<file path="config.mk">
export PLATFORM = sky130hd
export DESIGN_NAME = ru_wb_arbiter_flat
export DESIGN_NICKNAME = d
export VERILOG_FILES = /design/src/rtl/ru_wb_arbiter_if.sv /design/src/rtl/ru_wb_arbiter.sv /design/src/flat_wrapper.sv
export SDC_FILE = /design/constraint.sdc
export NUM_CORES = 1
export LEC_CHECK = 0
export CAP_MARGIN = 0
export CORE_ASPECT_RATIO = 1.4
export CORE_UTILIZATION = 43
export CTS_CLUSTER_DIAMETER = 40
export DETAILED_ROUTE_END_ITERATION = 10
export GPL_TIMING_DRIVEN = 0
export PLACE_DENSITY = 0.87
export SETUP_SLACK_MARGIN = 0.1
export SLEW_MARGIN = 20
export SYNTH_ARGS = -nofsm -noshare
export SYNTH_HDL_FRONTEND = slang
export SYNTH_SLANG_ARGS = --single-unit
</file>
<file path="constraint.sdc">
create_clock -name clk -period 5.8 [get_ports clk]
set_input_delay 1.16 -clock clk [delete_from_list [all_inputs] [get_ports clk]]
set_output_delay 1.16 -clock clk [all_outputs]
set_load 0.02 [all_outputs]
</file>
<file path="src/rtl/ru_wb_arbiter_if.sv">
// ============================================================================
// Module   : ru_wb_arbiter_if
// Purpose  : Bundles the two write-back request channels, the hold control
//            and the register-unit write port driven by ru_wb_arbiter.
// Ports    : req0_*/req1_* valid/rd/data/ready handshakes, wb_hold,
//            RU_Wr/Rd/RU_Data_Wr write port, pending bitmap, commit_count.
//            master = requester/consumer side, slave = the arbiter.
// Revision : 1.0 - initial release
// ============================================================================
`default_nettype none

interface ru_wb_arbiter_if #(
  parameter int XLEN  = 32,
  parameter int CNT_W = 16
);
  logic             req0_valid;
  logic [4:0]       req0_rd;
  logic [XLEN-1:0]  req0_data;
  logic             req0_ready;

  logic             req1_valid;
  logic [4:0]       req1_rd;
  logic [XLEN-1:0]  req1_data;
  logic             req1_ready;

  logic             wb_hold;

  logic             RU_Wr;
  logic [4:0]       Rd;
  logic [XLEN-1:0]  RU_Data_Wr;
  logic [31:0]      pending;
  logic [CNT_W-1:0] commit_count;

  modport master (
    output req0_valid, req0_rd, req0_data,
    input  req0_ready,
    output req1_valid, req1_rd, req1_data,
    input  req1_ready,
    output wb_hold,
    input  RU_Wr, Rd, RU_Data_Wr, pending, commit_count
  );

  modport slave (
    input  req0_valid, req0_rd, req0_data,
    output req0_ready,
    input  req1_valid, req1_rd, req1_data,
    output req1_ready,
    input  wb_hold,
    output RU_Wr, Rd, RU_Data_Wr, pending, commit_count
  );
endinterface

`default_nettype wire

</file>
<file path="src/rtl/ru_wb_arbiter.sv">
// ============================================================================
// Module   : ru_wb_arbiter
// Purpose  : Round-robin write-back arbiter for the single RU write port.
//            req0 (ALU/imm) and req1 (LSU) compete through valid/ready; the
//            winner is captured in a one-entry output stage that drives the
//            RU write port. Also exports a pending-write bitmap and a
//            saturating commit counter.
// Ports    : clk  - rising-edge clock
//            rst  - asynchronous active-low reset
//            bus  - ru_wb_arbiter_if.slave (requests, hold, RU write port)
// Revision : 1.0 - initial release
// ============================================================================
`default_nettype none

module ru_wb_arbiter #(
  parameter int XLEN  = 32,
  parameter int CNT_W = 16
) (
  input  wire logic        clk,
  input  wire logic        rst,
  ru_wb_arbiter_if.slave   bus
);

  localparam logic [CNT_W-1:0] c_cnt_max = '1;

  // State
  logic             out_valid_q, out_valid_d;
  logic [4:0]       rd_q,        rd_d;
  logic [XLEN-1:0]  data_q,      data_d;
  logic             last_grant_q, last_grant_d;   // 1 = req1 won last
  logic [CNT_W-1:0] count_q,     count_d;

  // Combinational
  logic             w_grant0;
  logic             w_grant1;
  logic             w_xfer;
  logic [4:0]       w_sel_rd;
  logic [XLEN-1:0]  w_sel_data;
  logic             w_ru_wr;

  always_comb begin
    // With both requesting, the one that did not win last time gets the port.
    w_grant0   = bus.req0_valid & ~bus.wb_hold & (~bus.req1_valid |  last_grant_q);
    w_grant1   = bus.req1_valid & ~bus.wb_hold & (~bus.req0_valid | ~last_grant_q);
    w_xfer     = w_grant0 | w_grant1;
    w_sel_rd   = w_grant1 ? bus.req1_rd   : bus.req0_rd;
    w_sel_data = w_grant1 ? bus.req1_data : bus.req0_data;
    w_ru_wr    = out_valid_q & ~bus.wb_hold;

    out_valid_d  = out_valid_q;
    rd_d         = rd_q;
    data_d       = data_q;
    last_grant_d = last_grant_q;
    count_d      = count_q;

    if (w_xfer) begin
      last_grant_d = w_grant1;
    end

    // A new non-x0 write replaces the entry even while it retires, giving one
    // write per cycle. Writes to x0 are accepted but never reach the port.
    // A transfer can only happen with wb_hold low, so a loaded entry is
    // never overwritten while frozen.
    if (w_xfer && (w_sel_rd != 5'd0)) begin
      out_valid_d = 1'b1;
      rd_d        = w_sel_rd;
      data_d      = w_sel_data;
    end else if (w_ru_wr) begin
      out_valid_d = 1'b0;
    end

    if (w_ru_wr && (count_q != c_cnt_max)) begin
      count_d = count_q + {{(CNT_W-1){1'b0}}, 1'b1};
    end
  end

  always_ff @(posedge clk or negedge rst) begin
    if (!rst) begin
      out_valid_q  <= 1'b0;
      rd_q         <= 5'd0;
      data_q       <= '0;
      last_grant_q <= 1'b1;
      count_q      <= '0;
    end else begin
      out_valid_q  <= out_valid_d;
      rd_q         <= rd_d;
      data_q       <= data_d;
      last_grant_q <= last_grant_d;
      count_q      <= count_d;
    end
  end

  assign bus.req0_ready   = w_grant0;
  assign bus.req1_ready   = w_grant1;
  assign bus.RU_Wr        = w_ru_wr;
  assign bus.Rd           = rd_q;
  assign bus.RU_Data_Wr   = data_q;
  // rd_q is never 0 while out_valid_q is set; the mask keeps bit 0 clear
  // regardless.
  assign bus.pending      = out_valid_q ? ((32'd1 << rd_q) & ~32'd1) : 32'd0;
  assign bus.commit_count = count_q;

endmodule

`default_nettype wire
</file>
<file path="src/flat_wrapper.sv">
// flat-port wrapper written by rule: the top's interface ports become plain ports
module ru_wb_arbiter_flat 
#(
  parameter int XLEN  = 32,
  parameter int CNT_W = 16
)
  (clk, rst, bus_req0_valid, bus_req0_rd, bus_req0_data, bus_req0_ready, bus_req1_valid, bus_req1_rd, bus_req1_data, bus_req1_ready, bus_wb_hold, bus_RU_Wr, bus_Rd, bus_RU_Data_Wr, bus_pending, bus_commit_count);
  ru_wb_arbiter_if #(.XLEN(XLEN), .CNT_W(CNT_W)) bus_i ();
  input  wire logic clk;
  input  wire logic rst;
  input wire logic [$bits(bus_i.req0_valid)-1:0] bus_req0_valid;
  input wire logic [$bits(bus_i.req0_rd)-1:0] bus_req0_rd;
  input wire logic [$bits(bus_i.req0_data)-1:0] bus_req0_data;
  output wire logic [$bits(bus_i.req0_ready)-1:0] bus_req0_ready;
  input wire logic [$bits(bus_i.req1_valid)-1:0] bus_req1_valid;
  input wire logic [$bits(bus_i.req1_rd)-1:0] bus_req1_rd;
  input wire logic [$bits(bus_i.req1_data)-1:0] bus_req1_data;
  output wire logic [$bits(bus_i.req1_ready)-1:0] bus_req1_ready;
  input wire logic [$bits(bus_i.wb_hold)-1:0] bus_wb_hold;
  output wire logic [$bits(bus_i.RU_Wr)-1:0] bus_RU_Wr;
  output wire logic [$bits(bus_i.Rd)-1:0] bus_Rd;
  output wire logic [$bits(bus_i.RU_Data_Wr)-1:0] bus_RU_Data_Wr;
  output wire logic [$bits(bus_i.pending)-1:0] bus_pending;
  output wire logic [$bits(bus_i.commit_count)-1:0] bus_commit_count;
  assign bus_i.req0_valid = bus_req0_valid;
  assign bus_i.req0_rd = bus_req0_rd;
  assign bus_i.req0_data = bus_req0_data;
  assign bus_req0_ready = bus_i.req0_ready;
  assign bus_i.req1_valid = bus_req1_valid;
  assign bus_i.req1_rd = bus_req1_rd;
  assign bus_i.req1_data = bus_req1_data;
  assign bus_req1_ready = bus_i.req1_ready;
  assign bus_i.wb_hold = bus_wb_hold;
  assign bus_RU_Wr = bus_i.RU_Wr;
  assign bus_Rd = bus_i.Rd;
  assign bus_RU_Data_Wr = bus_i.RU_Data_Wr;
  assign bus_pending = bus_i.pending;
  assign bus_commit_count = bus_i.commit_count;
  ru_wb_arbiter #(.XLEN(XLEN), .CNT_W(CNT_W)) u_core (.clk(clk), .rst(rst), .bus(bus_i));
endmodule
</file>
==> results of run 1 <==
-- kinds of logic (layout without fill, tap and decap cells) --
kind of cell | after synthesis | count (layout)
fa+ha+maj | 1 | 1
simple gates | 90 | 90
buf+inv | 17 | 190
xor+xnor | 13 | 13
flops | 55 | 55
other cells | 1 | 1
mux | 71 | 71
compound gates | 19 | 19
-- flip-flops by register name, indices dropped and copies added, names as in the netlist --
name,cells
u_core.bus.Rd,5
u_core.bus.commit_count,16
u_core.out_valid_q,1
u_core.bus.RU_Data_Wr,32
u_core.last_grant_q,1
-- worst paths after layout --
path	end	slack (ns)
hold / removal	u_core.bus.commit_count[14]	0.50
setup reg to reg	u_core.bus.RU_Data_Wr[7]	3.57
hold reg to reg	u_core.bus.commit_count[14]	0.50
min in group asynchronous	u_core.bus.RU_Data_Wr[26]	0.88
setup / recovery	bus_req0_ready	1.65
max in group asynchronous	u_core.bus.RU_Data_Wr[8]	4.44
-- worst max-delay path, delay by kind of cell --
kind | cells | cell delay [ns]
AOI/OAI and AO/OA | 1 | 0.70
buffers and inverters | 2 | 1.05
and+or+nand+nor | 1 | 0.07
-- per-layer routing --
layer  wire length (µm)  up-vias  share of wire  GRT usage
met5                  0        -              0          0
met4                 61        0         0.0068    0.06065
met3                645        5          0.072    0.05376
met2               5217      110           0.58     0.4699
met1               3075     1359           0.34     0.2320
li1                   -     1308              -          -
-- layout make-up --
type,instances,area (µm²),share of cell area
multi-input combinational,195,1667,0.3343
timing repair buffer,165,1649,0.3307
sequential,55,1378,0.2763
tap,95,118.9,0.02384
clock buffer,5,68.82,0.01380
buffer,8,56.30,0.01129
inverter,9,33.78,0.006775
clock inverter,3,15.01,0.003011
-- power groups by stage --
stage | clock, µW | combinational [µW] | sequential (µW)
after global routing | 234 | 517 | 517
after detailed placement | 0 | 493 | 514
final | 210 | 490 | 507
after global placement | 0 | 481 | 509
after CTS | 221 | 495 | 507
after floorplan | 0 | 172 | 585
-- per-stage QoR --
step / worst slack [ns] / hold WS (ns) / util / cell area (µm²) / std cells
after detailed placement: 1.597 / 0.4804 / 0.6977 / 4902 / 527
after global routing: 1.603 / 0.5344 / 0.7096 / 4986 / 535
after global placement: 1.677 / 0.4821 / 0.6980 / 4905 / 527
final: 1.652 / 0.5031 / 0.7096 / 4986 / 535
after floorplan: 2.739 / 0.4953 / - / 3134 / 267
after CTS: 1.633 / 0.5052 / 0.7096 / 4986 / 535
-- Yosys cell counts, drive strengths merged (3+ instances only) --
cell / number
dfrtp: 54
nand2: 12
nand3: 10
nor4b: 3
inv: 9
mux2i: 6
nand4: 5
nor2: 38
or3: 3
buf: 5
nor3: 3
xor2: 12
clkbuf: 3
nor4: 9
mux2: 65
o22ai: 3
==> key figures, run 1 <==
Logic synthesis
  – Post-synth top flop: dfrtp_1
  – Area contributors post-synth: dfrtp_1, mux2_2, mux2_4
  – Largest family of logic cells by synthesized area: multiplexers
  – Multiplexer share of the synthesized area: 0.2850
  – Post-Synthesis Cells: 267
  – Post-Synth XOR/XNOR Area: 0.03633
  – Warnings from Yosys: 0
  – Syn avg cell area: 11.74 µm²
  – Adder-cell share of the synthesized area: 0.003992
  – Post-synth top area cell: dfrtp_1
  – Netlist cell types: 44
  – Register area share after synthesis: 0.4395
  – Synthesized cell area: 0.003134 mm²
  – EDFF count, synth: 0
  – Async SR Flop Fraction: 1.000
  – Number of synthesized register bits: 55
  – Synth Area in Simple Gates: 0.1469
  – Syn Nets: 347
  – Synth Area in Compound Gates: 0.05828
  – Synth top area share: 0.4311

Power
  – Design Power: 1207 µW
  – Worst vdd ir: 0.0002141 V
  – Int Pwr: 800.6 µW
  – Combinational Power Share: 0.405
  – Pwr per Cell Area: 242.2 mW/mm²
  – Leak: 0.002077 µW
  – Switching portion of total power: 0.3369
  – Seq pwr share: 0.420
  – Clock share of power: 0.174
  – Net Sw Power: 406.8 µW

GRT
  – Initial antenna violation count: 0
  – Largest net degree at the start of global routing: 56
  – Gr usage total: 0.2338
  – Global route overflow: 0
  – Number of global-route vias before repair: 2,743
  – First-pass GRT wire length: 13,390 µm

Timing
  – Slew Viols, Final: 0
  – Fmax: 0.2411 GHz
  – Final worst path period share: 0.7151
  – Clock Skew: 0.004226 ns
  – Final Hold Fails: 0
  – TNS Setup: 0 ns
  – Endpoints failing setup: 0
  – Slew margin rel.: 0.4373
  – RSZ-0062 raised after global routing: no
  – Tmin final: 4.148 ns
  – Actual slew at the worst max-slew pin: 0.8423 ns

Placed design
  – Final GP Congestion: 0.8600
  – IO buf count: 165
  – HPWL Detailed: 6994 µm

Clocking
  – Max clock buf depth: 2
  – H-tree Lvls: 2
  – Post-cts hold buffer count: 0
  – Clock transition at path regs: 0.10 ns
  – CTS resizes: 0
  – CTS tree: yes
  – Clock latency on the worst-skew pair: 0.31 ns
  – Post-CTS setup buffers: 0
  – Root Buffer: clkbuf_8
  – Sink Count: 55
  – TritonCTS buffer count: 5

Floorplan
  – Core area: 0.007027 mm²
  – Site Rows: 36
  – Die W: 74.16 µm
  – Initial Util: 0.4460
  – Die height: 103.0 µm
  – Die area: 0.007639 mm²
  – Ports: 167

Worst setup path
  – CP max FO: 10
  – CP arrival: 2.99 ns
  – CP Cell Sequence: clkdlybuf4s50_1 -> o21bai_1 -> nor2_1 -> clkdlybuf4s50_1
  – Reg2Reg Depth: 6
  – Required @ worst endpoint: 4.64 ns
  – Crit start category: primary input
  – RR Startpoint: u_core.last_grant_q
  – Crit-path slowest cell: o21bai_1
  – Kind of critical path: primary input to output port
  – CP peak stage delay: 0.70 ns
  – Crit path from: bus_req0_valid
  – Most common cell type on the critical path: clkdlybuf4s50_1
  – CP Capture Type: output port

Final layout
  – Post-layout nets: 519
  – Commonest non-fill, non-tap cells in the layout: clkdlybuf4s50_1, dfrtp_1, nor2_1, mux2_2, mux2_4
  – Filler cell count: 546
  – Antenna cell count: 0
  – Most common cell after layout, fill and taps aside: clkdlybuf4s50_1
  – Area grow syn2layout: 59.08%
  – Share of cells above drive strength 1: 0.2045

Route
  – Antenna-violating nets left: 0
  – Routed vias/inst: 5.200
  – WL final: 8999 µm
  – DR DRC count: 0
  – 1st-iter DRT viols: 99
  – 1st-pass router iterations: 4
  – Drt wl/cell: 16.82 µm
  – Via count: 2,782

Status
  – Status: complete, no violations

Hold path
  – Hold_sp: u_core.bus.commit_count[14]
  – Hold path depth: 1
  – Worst Hold Class: register to register

Run
  – Max-cap violation count: 0
No activity file was read; power rests on OpenSTA's default activity.
==> run 2: changes to the inputs <==
--- a/config.mk
+++ b/config.mk
@@ -7,11 +7,11 @@
 export LEC_CHECK = 0
 export CAP_MARGIN = 0
 export CORE_ASPECT_RATIO = 1.4
-export CORE_UTILIZATION = 43
+export CORE_UTILIZATION = 36
 export CTS_CLUSTER_DIAMETER = 40
 export DETAILED_ROUTE_END_ITERATION = 10
 export GPL_TIMING_DRIVEN = 0
-export PLACE_DENSITY = 0.87
+export PLACE_DENSITY = 0.78
 export SETUP_SLACK_MARGIN = 0.1
 export SLEW_MARGIN = 20
 export SYNTH_ARGS = -nofsm -noshare
==> constraint.sdc (replaced) <==
create_clock -name clk -period 3.5 [get_ports clk]
set_input_delay 0.7 -clock clk [delete_from_list [all_inputs] [get_ports clk]]
set_output_delay 0.7 -clock clk [all_outputs]
set_load 0.02 [all_outputs]
==> run 2 against run 1 <==
Non-clock buffer count stayed put. Sequential power rose by 66%. First-iteration DRC count fell by 34%. Utilization decreased by 9.9 points. Global-route usage down 3.4 points. Clock skew rose by 0.0020 ns. Wire length fell by 0.23%. Critical path depth did not move. Combinational power grew 65%. Sequential share of layout area is 0.44 points lower. Count of clock-buffer cells in the layout increased by 1.
==> key figures, run 2 (same netlist as run 1, synthesis figures left out) <==
Worst setup path
  – Most common cell type on the critical path: clkdlybuf4s50_1
  – Crit start category: primary input
  – CP Cell Sequence: clkdlybuf4s50_1 -> o21bai_1 -> nor2_1 -> clkdlybuf4s50_1
  – Largest delay share family, worst path: buffers and inverters
  – CP peak stage delay: 0.67 ns (-0.03 ns)
  – Crit-path slowest cell: o21bai_1
  – Required @ worst endpoint: 2.80 ns (-1.84 ns)
  – CP max FO: 10 (unchanged)
  – Kind of critical path: primary input to output port
  – CP arrival: 2.52 ns (-0.47 ns)
  – CP Capture Type: output port
  – Crit path buffers/inverters: 2 (unchanged)

GRT
  – Met2 GRT Util: 0.3787 (-0.09122)
  – GR Layer Usage met1: 0.2125 (-0.01952)
  – Largest net degree at the start of global routing: 56 (unchanged)
  – Initial antenna violation count: 0 (unchanged)
  – Global route overflow: 0 (unchanged)
  – First-pass GRT wire length: 14,100 µm (+5.4%)
  – Gr usage total: 0.2002 (-0.03362)
  – Grt met3 use: 0.04390 (-0.009861)
  – Gr busiest metal: met2
  – Number of global-route vias before repair: 2,906 (+5.9%)

Final layout
  – Antenna cell count: 0 (unchanged)
  – Filler cell count: 702 (+29%)
  – Final non-filler cell total: 542 (+1.3%)
  – Final design utilization: 0.6107 (-0.09887)
  – Share of cells above drive strength 1: 0.2045 (unchanged)
  – Post-layout nets: 519 (unchanged)
  – Area grow syn2layout: 61.64%
  – Commonest non-fill, non-tap cells in the layout: clkdlybuf4s50_1, dfrtp_1, nor2_1, mux2_2, mux2_4
  – Final instance area: 0.005066 mm² (+1.6%)
  – Max reg flops: 32 (unchanged)
  – Most common cell after layout, fill and taps aside: clkdlybuf4s50_1

Power
  – Seq pwr share: 0.389 (-0.031)
  – Switching portion of total power: 0.3177 (-0.01918)
  – Combinational Power Share: 0.374 (-0.031)
  – Leak: 0.002102 µW (+1.2%)
  – Worst vdd ir: 0.0003012 V (+41%)
  – Pwr per Cell Area: 427.0 mW/mm² (+76%)
  – Clock share of power: 0.237 (+0.063)
  – Int Pwr: 1476 µW (+84%)
  – Net Sw Power: 687.3 µW (+69%)

Clocking
  – Root Buffer: clkbuf_16
  – Sink Count: 55 (unchanged)
  – Max clock buf depth: 2 (unchanged)
  – Clock latency on the worst-skew pair: 0.29 ns (-0.02 ns)
  – Post-cts hold buffer count: 0 (unchanged)
  – Clock transition at path regs: 0.07 ns (-0.03 ns)
  – CTS tree: yes
  – TritonCTS buffer count: 5 (unchanged)
  – H-tree Lvls: 2 (unchanged)
  – CTS resizes: 0 (unchanged)
  – Post-CTS setup buffers: 0 (unchanged)

Timing
  – Slew margin rel.: 0.4540 (+0.01665)
  – Tmin final: 3.216 ns
  – Actual slew at the worst max-slew pin: 0.8173 ns (-0.02492 ns)
  – Slew Viols, Final: 0 (unchanged)
  – Final Hold Fails: 0 (unchanged)
  – Clock Skew: 0.006259 ns (+0.002033 ns)
  – Final worst path period share: 0.9190
  – Fmax: 0.3109 GHz
  – RSZ-0062 raised after global routing: no
  – Endpoints failing setup: 0 (unchanged)

Placed design
  – HPWL Detailed: 6877 µm (-1.7%)
  – Cell Area, Placed: 0.004911 mm² (+0.18%)
  – IO buf count: 165 (unchanged)
  – Final GP Congestion: 0.8879 (+3.2%)
  – Placed Cells: 534 (+1.3%)

Route
  – Antenna-violating nets left: 0 (unchanged)
  – Via count: 2,832 (+1.8%)
  – WL final: 8978 µm (-0.23%)
  – Routed vias/inst: 5.225 (+0.48%)
  – Drt wl/cell: 16.56 µm (-1.5%)
  – 1st-pass router iterations: 4 (unchanged)
  – DR DRC count: 0 (unchanged)
  – 1st-iter DRT viols: 65 (-34%)

Floorplan
  – Die height: 112.4 µm (+9.1%)
  – Site Rows: 39 (+8.3%)
  – Core area: 0.008295 mm² (+18%)
  – Die area: 0.009089 mm² (+19%)
  – Initial Util: 0.3778 (-0.06822)
  – Die W: 80.86 µm (+9.0%)
  – Ports: 167 (unchanged)

Hold path
  – Worst Hold Class: primary input to async pin

Run
  – Max-cap violation count: 0 (unchanged)

Status
  – Status: complete, no violations
## run 2: changes by cell type in the layout (fill, tap and decap cells not counted), sizes merged
cell,delta
clkinv,-2
clkinvlp,+1
clkbuf,+1
## run 2: metrics by stage
| step | power [µW] | setup TNS, ns | worst slack, ns | hold slack [ns] |
|---|---|---|---|---|
| 3_3_place_gp | 1650 | -3.632 | -0.07003 | 0.4821 |
| 5_1_grt | 2272 | 0 | 0.1821 | 0.5220 |
| 2_1_floorplan | 1254 | 0 | 1.297 | 0.4044 |
| 6_report | 2163 | 0 | 0.2836 | 0.4578 |
| 3_5_place_dp | 1666 | 0 | 0.3018 | 0.4819 |
| 4_1_cts | 2193 | 0 | 0.3146 | 0.4904 |
## run 2: worst paths after layout
kind | endpoint | from | cells past startpoint | slack [ns]
min in group clk | u_core.bus.commit_count[14] | u_core.bus.commit_count[14] | 1 | 0.49
max in group asynchronous | u_core.bus.RU_Data_Wr[2] | rst | 1 | 2.57
worst max register to register | u_core.bus.RU_Data_Wr[4] | u_core.last_grant_q | 6 | 1.25
worst min-delay path | u_core.bus.Rd[2] | rst | 1 | 0.46
worst max-delay path | bus_req0_ready | bus_req0_valid | 4 | 0.28
worst min register to register | u_core.bus.commit_count[14] | u_core.bus.commit_count[14] | 1 | 0.49
## run 2: power by group through the flow
stage	registers [µW]	logic, µW	clock network [µW]
after floorplan	969	285	0
after global placement	844	806	0
after detailed placement	851	815	0
after CTS	840	819	534
after global routing	856	864	552
final	841	809	513
## run 2: metal layers
layer  share of wire  vias to the layer above
li1                -                     1303
met4           0.020                        0
met2            0.55                      112
met3           0.072                       15
met1            0.36                     1402
met5               0                        -
## run 2: cell type report
type,count,area [µm²],share of cell area
well taps,102,127.6,0.02519
plain buffers,8,56.30,0.01111
clock buffers,6,138.9,0.02741
clock inverters,2,16.27,0.003211
multi-input cells,195,1667,0.3290
repair buffers,165,1649,0.3255
inverters,9,33.78,0.006668
flip-flops and latches,55,1378,0.2719
## run 2: worst reg2reg max path, cell delays in order, from the launching register on
cell      delay (ns)
dfstp_2         0.55
nand2_2         0.12
nand2_4         0.19
inv_2           0.12
a311oi_4        0.57
buf_6           0.27
mux2_4          0.32
==> run 3: changes to the inputs <==
--- a/config.mk
+++ b/config.mk
@@ -8,6 +8,7 @@
 export CAP_MARGIN = 0
 export CORE_ASPECT_RATIO = 1.4
 export CORE_UTILIZATION = 36
+export CTS_BUF_LIST = sky130_fd_sc_hd__clkbuf_8 sky130_fd_sc_hd__clkbuf_16
 export CTS_CLUSTER_DIAMETER = 40
 export DETAILED_ROUTE_END_ITERATION = 10
 export GPL_TIMING_DRIVEN = 0
==> results of run 3 <==
Same layout as run 2: the final DEF is identical, and so are final timing and power.
